--- config.mk ---
export PLATFORM = sky130hd
export DESIGN_NAME = imem_fetch_buf_flat
export DESIGN_NICKNAME = d
export VERILOG_FILES = /design/src/rtl/imem_pkg.sv /design/src/rtl/imem_fetch_buf_if.sv /design/src/rtl/imem_array.sv /design/src/rtl/imem_fetch_buf.sv /design/src/flat_wrapper.sv
export SDC_FILE = /design/constraint.sdc
export NUM_CORES = 1
export LEC_CHECK = 0
export CAP_MARGIN = 30
export CORE_AREA = 2 2 275 277
export DETAILED_ROUTE_END_ITERATION = 10
export DIE_AREA = 0 0 277 279
export PLACE_DENSITY = 0.87
export SLEW_MARGIN = 5
export SYNTH_ARGS = -nofsm -noshare
export SYNTH_HDL_FRONTEND = slang
export SYNTH_HIERARCHICAL = 1
export SYNTH_SLANG_ARGS = --single-unit
export TNS_END_PERCENT = 10
--- constraint.sdc ---
create_clock -name clk -period 4.6 [get_ports clk]
set_input_delay 0.46 -clock clk [delete_from_list [all_inputs] [get_ports clk]]
set_output_delay 0.46 -clock clk [all_outputs]
set_load 0.05 [all_outputs]
--- src/rtl/imem_pkg.sv ---
// Shared definitions for the instruction-fetch buffer: response error codes
// and the default instruction substituted on any fetch error.
package imem_pkg;

   typedef enum logic [1:0] {
      ERR_OK       = 2'b00,
      ERR_MISALIGN = 2'b01,
      ERR_RANGE    = 2'b10,
      ERR_BOTH     = 2'b11
   } err_e;

   localparam logic [31:0] DEFAULT_NOP = 32'h0000_0000;

endpackage

--- src/rtl/imem_fetch_buf_if.sv ---
// Fetch, response and program-load signals between the fetch buffer
// (slave) and whatever drives it (master).
interface imem_fetch_buf_if #(
   parameter int DATA_W = 32,
   parameter int ADDR_W = 5,
   parameter int PC_W   = 32
);

   logic              load_en;
   logic [ADDR_W-1:0] load_addr;
   logic [DATA_W-1:0] load_data;
   logic              req_valid;
   logic              req_ready;
   logic [PC_W-1:0]   req_pc;
   logic              flush;
   logic              rsp_valid;
   logic              rsp_ready;
   logic [DATA_W-1:0] rsp_instr;
   logic [1:0]        rsp_err;

   modport master (
      output load_en, load_addr, load_data, req_valid, req_pc, flush, rsp_ready,
      input  req_ready, rsp_valid, rsp_instr, rsp_err
   );

   modport slave (
      input  load_en, load_addr, load_data, req_valid, req_pc, flush, rsp_ready,
      output req_ready, rsp_valid, rsp_instr, rsp_err
   );

endinterface

--- src/rtl/imem_array.sv ---
// Instruction storage: one write port and one registered read port. Contents
// are never reset; a read in the same edge as a write returns the old word.
module imem_array #(
   parameter int DATA_W = 32,
   parameter int ADDR_W = 5
) (
   input  logic              clk,
   input  logic              we_i,
   input  logic [ADDR_W-1:0] waddr_i,
   input  logic [DATA_W-1:0] wdata_i,
   input  logic              re_i,
   input  logic [ADDR_W-1:0] raddr_i,
   output logic [DATA_W-1:0] rdata_o
);

   localparam int DEPTH = 1 << ADDR_W;

   logic [DATA_W-1:0] mem_q [DEPTH];
   logic [DATA_W-1:0] rdata_q;

   always_ff @(posedge clk) begin
      if (we_i)
         mem_q[waddr_i] <= wdata_i;
      if (re_i)
         rdata_q <= mem_q[raddr_i];
   end

   assign rdata_o = rdata_q;

endmodule

--- src/rtl/imem_fetch_buf.sv ---
// Instruction fetch buffer: checks fetch addresses, issues one-cycle reads to
// imem_array and queues responses in a 2-entry FIFO with bypass.
module imem_fetch_buf
   import imem_pkg::*;
#(
   parameter int              DATA_W = 32,
   parameter int              ADDR_W = 5,
   parameter int              PC_W   = 32,
   parameter logic [DATA_W-1:0] NOP  = DATA_W'(DEFAULT_NOP)
) (
   input  logic             clk,
   input  logic             rst_n,
   imem_fetch_buf_if.slave  bus
);

   typedef struct packed {
      err_e              err;
      logic [DATA_W-1:0] instr;
   } entry_t;

   logic [1:0]        count_q, count_d;
   logic              inflight_q;
   err_e              inflightErr_q;
   entry_t            slot0_q, slot0_d;
   entry_t            slot1_q, slot1_d;

   logic [DATA_W-1:0] rdata;
   logic [PC_W-1:0]   pcHigh;
   logic              misalign, outOfRange, readyInt, accept;
   logic              bypass, pushEn, popEn;
   err_e              reqErr;
   entry_t            inflightEnt, head;

   assign pcHigh     = bus.req_pc >> (ADDR_W + 2);
   assign misalign   = bus.req_pc[1:0] != 2'b00;
   assign outOfRange = pcHigh != '0;
   assign reqErr     = err_e'({outOfRange, misalign});

   // Responses held in the FIFO plus the read in flight never exceed two.
   assign readyInt = rst_n && !bus.load_en && !bus.flush &&
                     (({1'b0, count_q} + {2'b00, inflight_q}) < 3'd2);
   assign accept   = bus.req_valid && readyInt;

   imem_array #(
      .DATA_W (DATA_W),
      .ADDR_W (ADDR_W)
   ) u_array (
      .clk     (clk),
      .we_i    (bus.load_en && rst_n),
      .waddr_i (bus.load_addr),
      .wdata_i (bus.load_data),
      .re_i    (accept),
      .raddr_i (bus.req_pc[ADDR_W+1:2]),
      .rdata_o (rdata)
   );

   // The in-flight read is presented directly when the FIFO is empty, giving
   // one-cycle latency; otherwise it is queued behind the older entries.
   assign inflightEnt.err   = inflightErr_q;
   assign inflightEnt.instr = (inflightErr_q == ERR_OK) ? rdata : NOP;
   assign head              = (count_q != 2'd0) ? slot0_q : inflightEnt;

   assign bypass = inflight_q && (count_q == 2'd0) && bus.rsp_ready;
   assign pushEn = inflight_q && !bypass;
   assign popEn  = (count_q != 2'd0) && bus.rsp_ready;

   always_comb begin
      count_d = count_q;
      slot0_d = slot0_q;
      slot1_d = slot1_q;
      case ({pushEn, popEn})
         2'b10: begin
            if (count_q == 2'd0)
               slot0_d = inflightEnt;
            else
               slot1_d = inflightEnt;
            count_d = count_q + 2'd1;
         end
         2'b01: begin
            slot0_d = slot1_q;
            count_d = count_q - 2'd1;
         end
         2'b11: begin
            slot0_d = (count_q == 2'd1) ? inflightEnt : slot1_q;
            slot1_d = inflightEnt;
         end
         default: ;
      endcase
   end

   always_ff @(posedge clk) begin
      if (!rst_n || bus.flush) begin
         count_q    <= 2'd0;
         inflight_q <= 1'b0;
      end else begin
         count_q    <= count_d;
         inflight_q <= accept;
         slot0_q    <= slot0_d;
         slot1_q    <= slot1_d;
         if (accept)
            inflightErr_q <= reqErr;
      end
   end

   assign bus.req_ready = readyInt;
   assign bus.rsp_valid = (count_q != 2'd0) || inflight_q;
   assign bus.rsp_instr = bus.rsp_valid ? head.instr : NOP;
   assign bus.rsp_err   = bus.rsp_valid ? head.err : ERR_OK;

endmodule

--- src/flat_wrapper.sv ---
// flat-port wrapper written by rule: the top's interface ports become plain ports
module imem_fetch_buf_flat import imem_pkg::*;
#(
   parameter int              DATA_W = 32,
   parameter int              ADDR_W = 5,
   parameter int              PC_W   = 32,
   parameter logic [DATA_W-1:0] NOP  = DATA_W'(DEFAULT_NOP)
)
  (clk, rst_n, bus_load_en, bus_load_addr, bus_load_data, bus_req_valid, bus_req_pc, bus_flush, bus_rsp_ready, bus_req_ready, bus_rsp_valid, bus_rsp_instr, bus_rsp_err);
  imem_fetch_buf_if #(.DATA_W(DATA_W), .ADDR_W(ADDR_W), .PC_W(PC_W)) bus_i ();
  input  logic clk;
  input  logic rst_n;
  input wire logic [$bits(bus_i.load_en)-1:0] bus_load_en;
  input wire logic [$bits(bus_i.load_addr)-1:0] bus_load_addr;
  input wire logic [$bits(bus_i.load_data)-1:0] bus_load_data;
  input wire logic [$bits(bus_i.req_valid)-1:0] bus_req_valid;
  input wire logic [$bits(bus_i.req_pc)-1:0] bus_req_pc;
  input wire logic [$bits(bus_i.flush)-1:0] bus_flush;
  input wire logic [$bits(bus_i.rsp_ready)-1:0] bus_rsp_ready;
  output wire logic [$bits(bus_i.req_ready)-1:0] bus_req_ready;
  output wire logic [$bits(bus_i.rsp_valid)-1:0] bus_rsp_valid;
  output wire logic [$bits(bus_i.rsp_instr)-1:0] bus_rsp_instr;
  output wire logic [$bits(bus_i.rsp_err)-1:0] bus_rsp_err;
  assign bus_i.load_en = bus_load_en;
  assign bus_i.load_addr = bus_load_addr;
  assign bus_i.load_data = bus_load_data;
  assign bus_i.req_valid = bus_req_valid;
  assign bus_i.req_pc = bus_req_pc;
  assign bus_i.flush = bus_flush;
  assign bus_i.rsp_ready = bus_rsp_ready;
  assign bus_req_ready = bus_i.req_ready;
  assign bus_rsp_valid = bus_i.rsp_valid;
  assign bus_rsp_instr = bus_i.rsp_instr;
  assign bus_rsp_err = bus_i.rsp_err;
  imem_fetch_buf #(.DATA_W(DATA_W), .ADDR_W(ADDR_W), .PC_W(PC_W), .NOP(NOP)) u_core (.clk(clk), .rst_n(rst_n), .bus(bus_i));
endmodule
# == Word-level counts from Yosys, hierarchy flattened ==
# Memory sizes are Yosys's and may differ from the RTL's. A register that Yosys moved wholly into a read port is not among the register bits.
# Index checks and enable logic that the tools add are counted.
# totals
mem_count,1
output_inout_bits,36
reg_bits,73
inputBits,75
ramBits,1024
wordCells,57
# op_classes
muxes,12
n_eq_ne,6
add_sub_neg,3
order_cmp,1
n_bitwise,1
reduce_logical,26
# mem_list
memory,depth,width,read_ports,rd_ports_with_merged_regs,write_ports,line_no,text
u_core.u_array.mem_q,32,32,1,1,1,imem_array.sv:18,logic [DATA_W-1:0] mem_q [DEPTH];
# op_table
cell,n
2-to-1 mux 34 bit,4
case mux 34 bit (3 select lines),1
case mux 34 bit (2 select lines),1
2-to-1 mux 32 bit,2
nonzero test 32 bit,1
logical AND 1 bit,9
nonzero test 2 bit,4
AND reduction 3 bit,2
"== test 2 x 1 -> 1 bit, second input constant",2
"== test 2 bit, second input constant",2
zero test 1 bit,4
zero test 2 bit,2
case mux 2 bit (2 select lines),1
adder 2 x 1 -> 3 bit,1
"< comparator 3 x 2 -> 1 bit, second input constant",1
nonzero test 3 bit,1
"adder 2 x 1 -> 2 bit, second input constant",1
logical OR 1 bit,2
2-to-1 mux 1 bit,2
2-to-1 mux 2 bit,1
"inequality test 2 x 1 -> 1 bit, second input constant",1
"inequality test 2 bit, second input constant",1
AND reduction 2 bit,1
"subtractor 2 x 1 -> 2 bit, second input constant",1
NOT 1 bit,1

# == Longest topological paths before layout ==
# Gate-level depths: netlist of the first run.
# logic_depth
depth_word,8
mapped_depth,8
mapped_depth_nobuf,5

# == Modules after synthesis ==
# Netlist of the first run, hierarchy kept.
# by_module_without_submodules
module,area_per_inst_um2,cells_each,n_inst,seq_area_each_um2
imem_array,40805.4,2260,1,31710.4
imem_fetch_buf,3552.2,231,1,2162.1

# == Worst setup path after synthesis of the first run ==
# No wires, ideal clock.
# synth_path
kind,register -> register
start,reg u_core.count_q[0]
end,reg u_core/slot1_q[0] in the netlist's numbering (enable)
arrival_time_ns,3.328
setup_time_ns,0.475
path_stages_with_launch,5
synth_period_minus_slack_ns,3.803
setup_slack_ns,0.797
n_path_buf,1
path_cell_list,dfxtp_1 -> inv_1 -> ha_1 -> buf_2 -> nor3b_1
# synth_between
elab_chain_len,8
word_cells_on_any_way,12
cone_classes,eq/ne: 3; reduce/logical: 9
# synth_lines
element,line_no,text
"start, declared",imem_fetch_buf.sv:21,"logic [1:0] count_q, count_d;"
"start signal, assigned",imem_fetch_buf.sv:96,count_q <= count_d;
zero test 2 bit,"imem_fetch_buf.sv:63, imem_fetch_buf.sv:73",
logical AND 1 bit (2 in a row),imem_fetch_buf.sv:63,assign bypass = inflight_q && (count_q == 2'd0) && bus.rsp_ready;
zero test 1 bit,imem_fetch_buf.sv:64,assign pushEn = inflight_q && !bypass;
logical AND 1 bit,imem_fetch_buf.sv:64,
== test 2 bit,imem_fetch_buf.sv:71,"case ({pushEn, popEn})"
inequality test 2 bit (no source line) or nonzero test 2 bit (tied branches),-,
AND reduction 3 bit (no source line) *,-,
"end signal, assigned",imem_fetch_buf.sv:99,slot1_q <= slot1_d;
"end, declared",imem_fetch_buf.sv:25,"entry_t slot1_q, slot1_d;"
# Every way passes the cells marked *; elsewhere a longest branch is shown, timed or not.
# A chain may end at the register's enable or synchronous reset.

# == Worst setup path after layout of the first run ==
# layout_path
start,reg u_core.count_q[1]
end,out bus_rsp_instr[18]
# layout_between
elab_chain_len,3
word_cells_on_any_way,4
cone_classes,mux: 2; reduce/logical: 2
# layout_lines
element,line_no,text
nonzero test 2 bit *,"imem_fetch_buf.sv:61, imem_fetch_buf.sv:106",
2-to-1 mux 34 bit or logical OR 1 bit (tied branches),"imem_fetch_buf.sv:61, imem_fetch_buf.sv:106",
2-to-1 mux 32 bit *,imem_fetch_buf.sv:107,assign bus.rsp_instr = bus.rsp_valid ? head.instr : NOP;
"end, declared",flat_wrapper.sv:22,output wire logic [$bits(bus_i.rsp_instr)-1:0] bus_rsp_instr;
# Marked as above.

==> impl_results.md, run 1 <==
* Status: finished, final reports clean
* CP Buf/Inv Count at 3
* Clk network pwr share at 40.0%
* Post-CTS sizing at 0
* Main synth FF type: edfxtp_1
* Clk_lat worst skew at between 600 and 700 ps
* Hold Crit Class: in -> reg
* Post-Syn Nets at 2568
* Power Dens Cells at approximately 420 nW/um^2
* Worst Hold End: u_core/u_array/mem_q[2][7]
* Avg Cell Area, Syn at 17.8 sq um
* Logic gate share of total power at 5.4%
* Syn Std Cell Area at around 44000 sq um
* Worst reg-to-reg path cell count at 6
* Number of global-route vias before repair at 24802
* Pins over their slew limit at 0
* Largest net degree at the start of global routing at ~130
* Switching part of the total power at 21.4%
* Setup_tns at 0 ps
* Area added between synthesis and finish at 13.8%
* Share of cells above drive strength 1 at roughly an eighth
* Largest family of logic cells by synthesized area: multiplexers
* Initial antenna violation count at 8
* Final hold violations at 0
* Reg power frac at 54.5%
* Slew headroom at 34.4%
* Worst-path cell chain: inv_1 -> ha_1 -> and3_1 -> buf_4 -> a22o_1 -> clkdlybuf4s50_1
* Worst-path clk slew at around 60 ps
* 1st-pass router iterations at 6
* CTS Buffer Depth at 3
* Ys Warns at 6
* Type of origin of the critical path: flip-flop
* Final min period at slightly below 4000 ps
* Tightest Pin Transition at 984 ps
* Crit path largest cell delay at 810 ps
* Area leader, netlist: edfxtp_1
* Async S/R FF share, synth at 0%
* Mux cell area share after synthesis at 12.7%
* # rows at 100
* Die area at 77300 sq um
* Post-synthesis simple-gate area fraction at 3.68%
* Worst Min Path Start: bus_load_data[7]
* Worst R2R Setup Slack at around 2100 ps
* Synthesized flop and latch total at 1129
* Vias per inst at 6.69
* Total wire length at between 100000 and 150000 um
* Worst setup EP type: output pin
* Starting density of the core at 59.9%
* CTS Root Cell: clkbuf_16
* Hpwl dp at 61600 um
* Slowest-stage cell, CP: clkdlybuf4s50_1
* Total CTS buffers at 104
* Crit path max-delay family: buffers and inverters
* Crit path depth at 6
* H-tree depth at 3
* Unrepaired setup endpoints after global routing: false
* Area share of fa/ha/maj cells after synthesis at 0.0564%
* Crit share post-route at between 80% and 90%
* Clk_skew at 24.4 ps
* Final net count at 2732
* CTS tree: yes
* First-pass GRT wire length at 157000 um
* Worst R2R End: u_core/slot0_q[19]
* Core Region at ~74000 sq um
* Commonest non-fill, non-tap cells in the layout: 1126 x edfxtp_1, 513 x mux2i_1, 106 x clkbuf_16
* Ports at roughly 110
* Synth unique cells at 41
* Post-synthesis sequential area ratio at between 70 and 80%
* Worst-path fanout max at 21
* Initial DRC Count at 3617
* Psw at 4.48 mW
* Total number of vias at 24857
* Die W at 277 um
* Final setup violation count at 0
* Post-Synth XOR/XNOR Area at 0%
* Peak Freq at ~0.26 GHz
* Number of nets still failing antenna checks after routing at 0
* Hold_ws at 358 ps
* Post-synth EDFFs at 1126
* Drt wl/cell at 28.8 um
* Drt drc at 0
* Total track usage at 27.3%
* Total power at 20.9 mW
* # Max-Cap Violations at 0
* Pre-CTS WS at about 1200 ps
* Synth top area cells: edfxtp_1 76%, mux2i_1 12%, a22o_1 1.9%
* GPL Wtd Cong at a little over 0.9
* Most common cell after layout, fill and taps aside: edfxtp_1
* RR Startpoint: u_core/count_q[1]
* Worst EP required at 4140 ps
* # port buffers at 110
* Worst VDD drop at between 0.4 and 0.5 mV
* Total setup buffers inserted after CTS at 0
* Leakage at 17.5 nW
* Filler-free cell count of the finished design at 3717
* Worst hold path depth at 1
* WS Path Type: reg -> out
* Placed cells at ~3500
* Grt total ovfl at 0
* CP arrival at 3440 ps
* Die H at 279 um
* Clock sinks at 1129
* Fin worst setup slack at a little over 700 ps
* Mapped Cells at 2491
* Top cell type's share of synthesized area at about three quarters
* Synth Area in Compound Gates at slightly above 5%
* CTS hold repair buffers at 0
* P_int at between 15 and 20 mW
-- worst register-to-register path: stages (launching register included) --
cell and delay, ps:
dfxtp_1 350, inv_1 100, ha_1 420, nand2b_2 260, a21o_2 450, buf_12 260
mux2_2 370
-- cells by family after synthesis --
family / after synthesis
AOI/OAI and AO/OA: 328
buffers and inverters: 148
adders and majority gates: 2
DFF: 1129
muxes: 547
and+or+nand+nor: 337
-- through the flow --
stage	util, %	area, sq um
2_1_floorplan	-	44400
3_3_place_gp	63.1	46700
3_5_place_dp	63.5	47100
4_1_cts	68.0	50300
5_1_grt	68.1	50400
6_report	68.1	50500
-- power by group through the flow --
stage / clock, mW / combinational [mW] / sequential, mW
2_1_floorplan: 0 / 0.605 / 11.6
3_3_place_gp: 0 / 1.04 / 11.6
3_5_place_dp: 0 / 1.08 / 11.6
4_1_cts: 8.43 / 1.10 / 11.4
5_1_grt: 8.82 / 1.18 / 11.4
6_report: 8.39 / 1.14 / 11.4
-- area by class of cell --
type	instances	area, sq um
antenna	7	17.5
timing repair buffer	201	2170
clock buffer	129	2740
tap	969	1210
fill	4351	23600
clock inverter	63	554
sequential	1129	33900
multi-input combinational	1214	9870
inverter	5	18.8
-- worst max-delay path by stage --
stage                      startpoint                      endpoint  slack [ps]
floorplan           u_core/count_q[0]             u_core/slot1_q[0]         800
global placement          bus_load_en  u_core/u_array/mem_q[28][22]        1250
detailed placement      bus_req_pc[3]     u_core/u_array/rdata_o[6]        1230
CTS                 u_core/count_q[0]             bus_rsp_instr[18]         640
global route        u_core/count_q[1]             bus_rsp_instr[18]         480
finish              u_core/count_q[1]             bus_rsp_instr[18]         700
-- registers in the layout, indices dropped and copies added, names as in the netlist --
| name | count |
|---|---|
| u_core/u_array/mem_q | 1024 |
| u_core/slot0_q | 34 |
| u_core/slot1_q | 34 |
| u_core/u_array/rdata_o | 32 |
| u_core/count_q | 2 |
| u_core/inflightErr_q | 2 |
| u_core/inflight_q | 1 |
-- cells in the mapped netlist (2+ instances only) --
cell type and count:
nor3b_1 4, a211oi_1 2, buf_12 3, clkbuf_4 2, mux2i_1 513, nor3_1 34, a31oi_1 32, or3b_2 3
buf_6 16, o21ai_0 3, buf_4 33, buf_2 32, ha_1 2, a22o_1 96, nand3b_1 6, or2_2 2
mux2_2 4, inv_1 5, and2_1 37, a22oi_1 96, nand3_1 100, a21oi_1 97, nand2b_1 4, edfxtp_1 1126
nor4_1 5, nor2_1 36, nand2_1 98, clkbuf_1 52, dfxtp_1 3, mux2_4 30, buf_1 5
-- per-layer routing --
metal	vias up	GRT usage, %	share of wire (%)
li1	10233	-	-
met1	12519	36.5	36
met2	1843	44.4	49
met3	256	7.45	13
met4	6	8.17	2.7
met5	-	0	0.038
No activity file was read; power rests on OpenSTA's default activity.
==> run 2, diff against run 1 <==
--- a/config.mk
+++ b/config.mk
@@ -6,10 +6,10 @@
 export NUM_CORES = 1
 export LEC_CHECK = 0
 export CAP_MARGIN = 30
-export CORE_AREA = 2 2 275 277
+export CORE_AREA = 2 2 285 287
 export DETAILED_ROUTE_END_ITERATION = 10
-export DIE_AREA = 0 0 277 279
-export PLACE_DENSITY = 0.87
+export DIE_AREA = 0 0 287 289
+export PLACE_DENSITY = 0.86
 export SLEW_MARGIN = 5
 export SYNTH_ARGS = -nofsm -noshare
 export SYNTH_HDL_FRONTEND = slang
==> constraint.sdc (replaced) <==
create_clock -name clk -period 3.5 [get_ports clk]
set_input_delay 0.35 -clock clk [delete_from_list [all_inputs] [get_ports clk]]
set_output_delay 0.35 -clock clk [all_outputs]
set_load 0.05 [all_outputs]
==> impl_results.md, run 2 (synthesis results as in run 1) <==
* Core Region at 79900 sq um (+7.9%)
* Initial antenna violation count at 2 (-6)
* WS Path Type: reg -> out
* Clk_lat worst skew at 690 ps (about the same)
* Total setup buffers inserted after CTS at 0 (unchanged)
* CTS Buffer Depth at 3 (unchanged)
* Worst EP required at 3150 ps (-990 ps)
* Final net count at 2777 (+1.6%)
* Final instance area at 51500 sq um (+2.1%)
* CTS Root Cell: clkbuf_16
* Hpwl dp at 62100 um (+0.89%)
* Worst VDD drop at 0.470 mV (-5.9%)
* Clk_skew at 24.6 ps (+0.118 ps)
* 1st-pass router iterations at 6 (unchanged)
* Starting density of the core at 55.5% (-4.4 points)
* GR Util met3 at 5.24% (-2.2 points)
* GPL Wtd Cong at 0.850 (-8.3%)
* Drt wl/cell at 27.9 um (-3.0%)
* Commonest non-fill, non-tap cells in the layout: 1126 x edfxtp_1, 513 x mux2i_1, 106 x clkbuf_16
* Filler cells at 5018 (+15%)
* Grt total ovfl at 0 (unchanged)
* Final setup violation count at 0 (unchanged)
* Worst Setup SP: u_core/count_q[1]
* # port buffers at 110 (unchanged)
* Max reg flops at 1024 (unchanged)
* Filler-free cell count of the finished design at 3848 (+3.5%)
* Total wire length at 107000 um (+0.37%)
* Initial DRC Count at 3626 (+0.25%)
* Number of nets still failing antenna checks after routing at 0 (unchanged)
* # Max-Cap Violations at 0 (unchanged)
* Vias per inst at 6.42 (-4.1%)
* Ports at 111 (unchanged)
* H-tree depth at 3 (unchanged)
* Status: finished, final reports clean
* RR Startpoint: u_core/count_q[1]
* Most common cell after layout, fill and taps aside: edfxtp_1
* Peak Freq at between 0.3 and 0.4 GHz
* Clock sinks at 1129 (unchanged)
* Post-DP Area at 48100 sq um (+2.2%)
* Total track usage at 25.8% (-1.6 points)
* M1 GR Usage at 34.2% (-2.3 points)
* Share of cells above drive strength 1 at 13.8% (+1.7 points)
* # rows at 104 (+4.0%)
* Most flops, register: u_core/u_array/mem_q
* Post-CTS sizing at 0 (unchanged)
* Total CTS buffers at 106 (+1.9%)
* CP arrival at 2650 ps (-790 ps)
* Die area at 82900 sq um (+7.3%)
* Crit share post-route at 85.7%
* Top Registers: u_core/u_array/mem_q (1024), u_core/slot0_q (34), u_core/slot1_q (34)
* CTS hold repair buffers at 0 (unchanged)
* First-pass GRT wire length at 157000 um (-0.18%)
* Leakage at 17.9 nW (+2.7%)
* Largest net degree at the start of global routing at 74 (-43%)
* Final hold violations at 0 (unchanged)
* Die W at 287 um (+3.6%)
* Drt drc at 0 (unchanged)
* Die H at 289 um (+3.6%)
* Register Area at 33900 sq um (unchanged)
* Worst-path clk slew at 60 ps (about the same)
* Worst setup EP type: output pin
* Pins over their slew limit at 0 (unchanged)
* Area added between synthesis and finish at 16.2%
* Worst Min Path Start: bus_load_data[29]
* Met2 usage at 40.9% (-3.5 points)
* GRT busiest layer: met2
* Hold Crit Class: in -> reg
* CTS tree: yes
* Setup_tns at 0 ps (unchanged)
* Final min period at 3000 ps
* Multi-input combinational cell area at 9880 sq um (about the same)
* Tightest Pin Transition at 964 ps (-19.9 ps)
* Power Dens Cells at 534 nW/um^2 (+29%)
* Placed cells at 3641 (+3.6%)
* Type of origin of the critical path: flip-flop
* Total number of vias at 24689 (-0.68%)
* Number of global-route vias before repair at 25206 (+1.6%)
* Unrepaired setup endpoints after global routing: false
* Worst-path fanout max at 12 (-43%)
* Slew headroom at 35.5% (+1.1 points)
==> run 2: cell count changes in the layout (fill, tap and decap cells not counted), moves of 3 or more <==
cell	delta
buf_8	+16
clkbuf_1	+3
buf_4	+14
clkdlybuf4s50_1	-28
clkinv_2	-15
buf_2	-4
buf_16	+5
diode_2	-5
buf_12	+39
clkinv_1	+15
==> run 2: power by group <==
group	switching [mW]	internal [mW]	total [mW]	leakage [nW]
registers	0.0370	15.0	15.0	10.2
clock network	4.81	6.15	11.0	1.59
logic	0.951	0.583	1.53	6.18
==> run 2: stage by stage <==
step / hold WS [ps] / utilization, % / setup WS, ps / total power [mW]
6_report: 335 / 64.5 / 501 / 27.5
5_1_grt: 320 / 64.5 / 351 / 28.1
4_1_cts: 300 / 64.3 / 218 / 27.5
3_5_place_dp: 533 / 60.2 / 405 / 16.8
3_3_place_gp: 534 / 59.6 / 531 / 16.7
2_1_floorplan: 449 / - / 438 / 16.1
==> run 2: worst max-delay path: stages (launching register included) <==
cell             delay, ps
dfxtp_1                350
inv_1                   90
ha_1                   420
nand3_1                140
o21ai_0                120
clkdlybuf4s50_1        850
==> run 2: per-layer routing <==
metal  vias up  wire [um]
met5         -          0
met3       325      13100
met1     12202      38600
met2      1838      50500
li1      10324          -
met4         0       5300
==> run 2: path summary, 6_finish.rpt <==
check,endpoint,slack [ps],depth (start not counted)
max,bus_rsp_err[1],500,5
min,u_core/u_array/mem_q[6][29],330,1
max reg2reg,u_core/slot0_q[18],1160,6
min reg2reg,u_core/slot0_q[20],550,1
==> run 2: layout make-up <==
type | count | share of cell area, %
Sequential cell | 1129 | 65.7
Multi-Input combinational cell | 1214 | 19.2
Timing Repair Buffer | 244 | 6.10
Clock buffer | 132 | 5.34
Tap cell | 1060 | 2.57
Clock inverter | 62 | 1.03
Inverter | 5 | 0.0364
Antenna cell | 2 | 0.00971
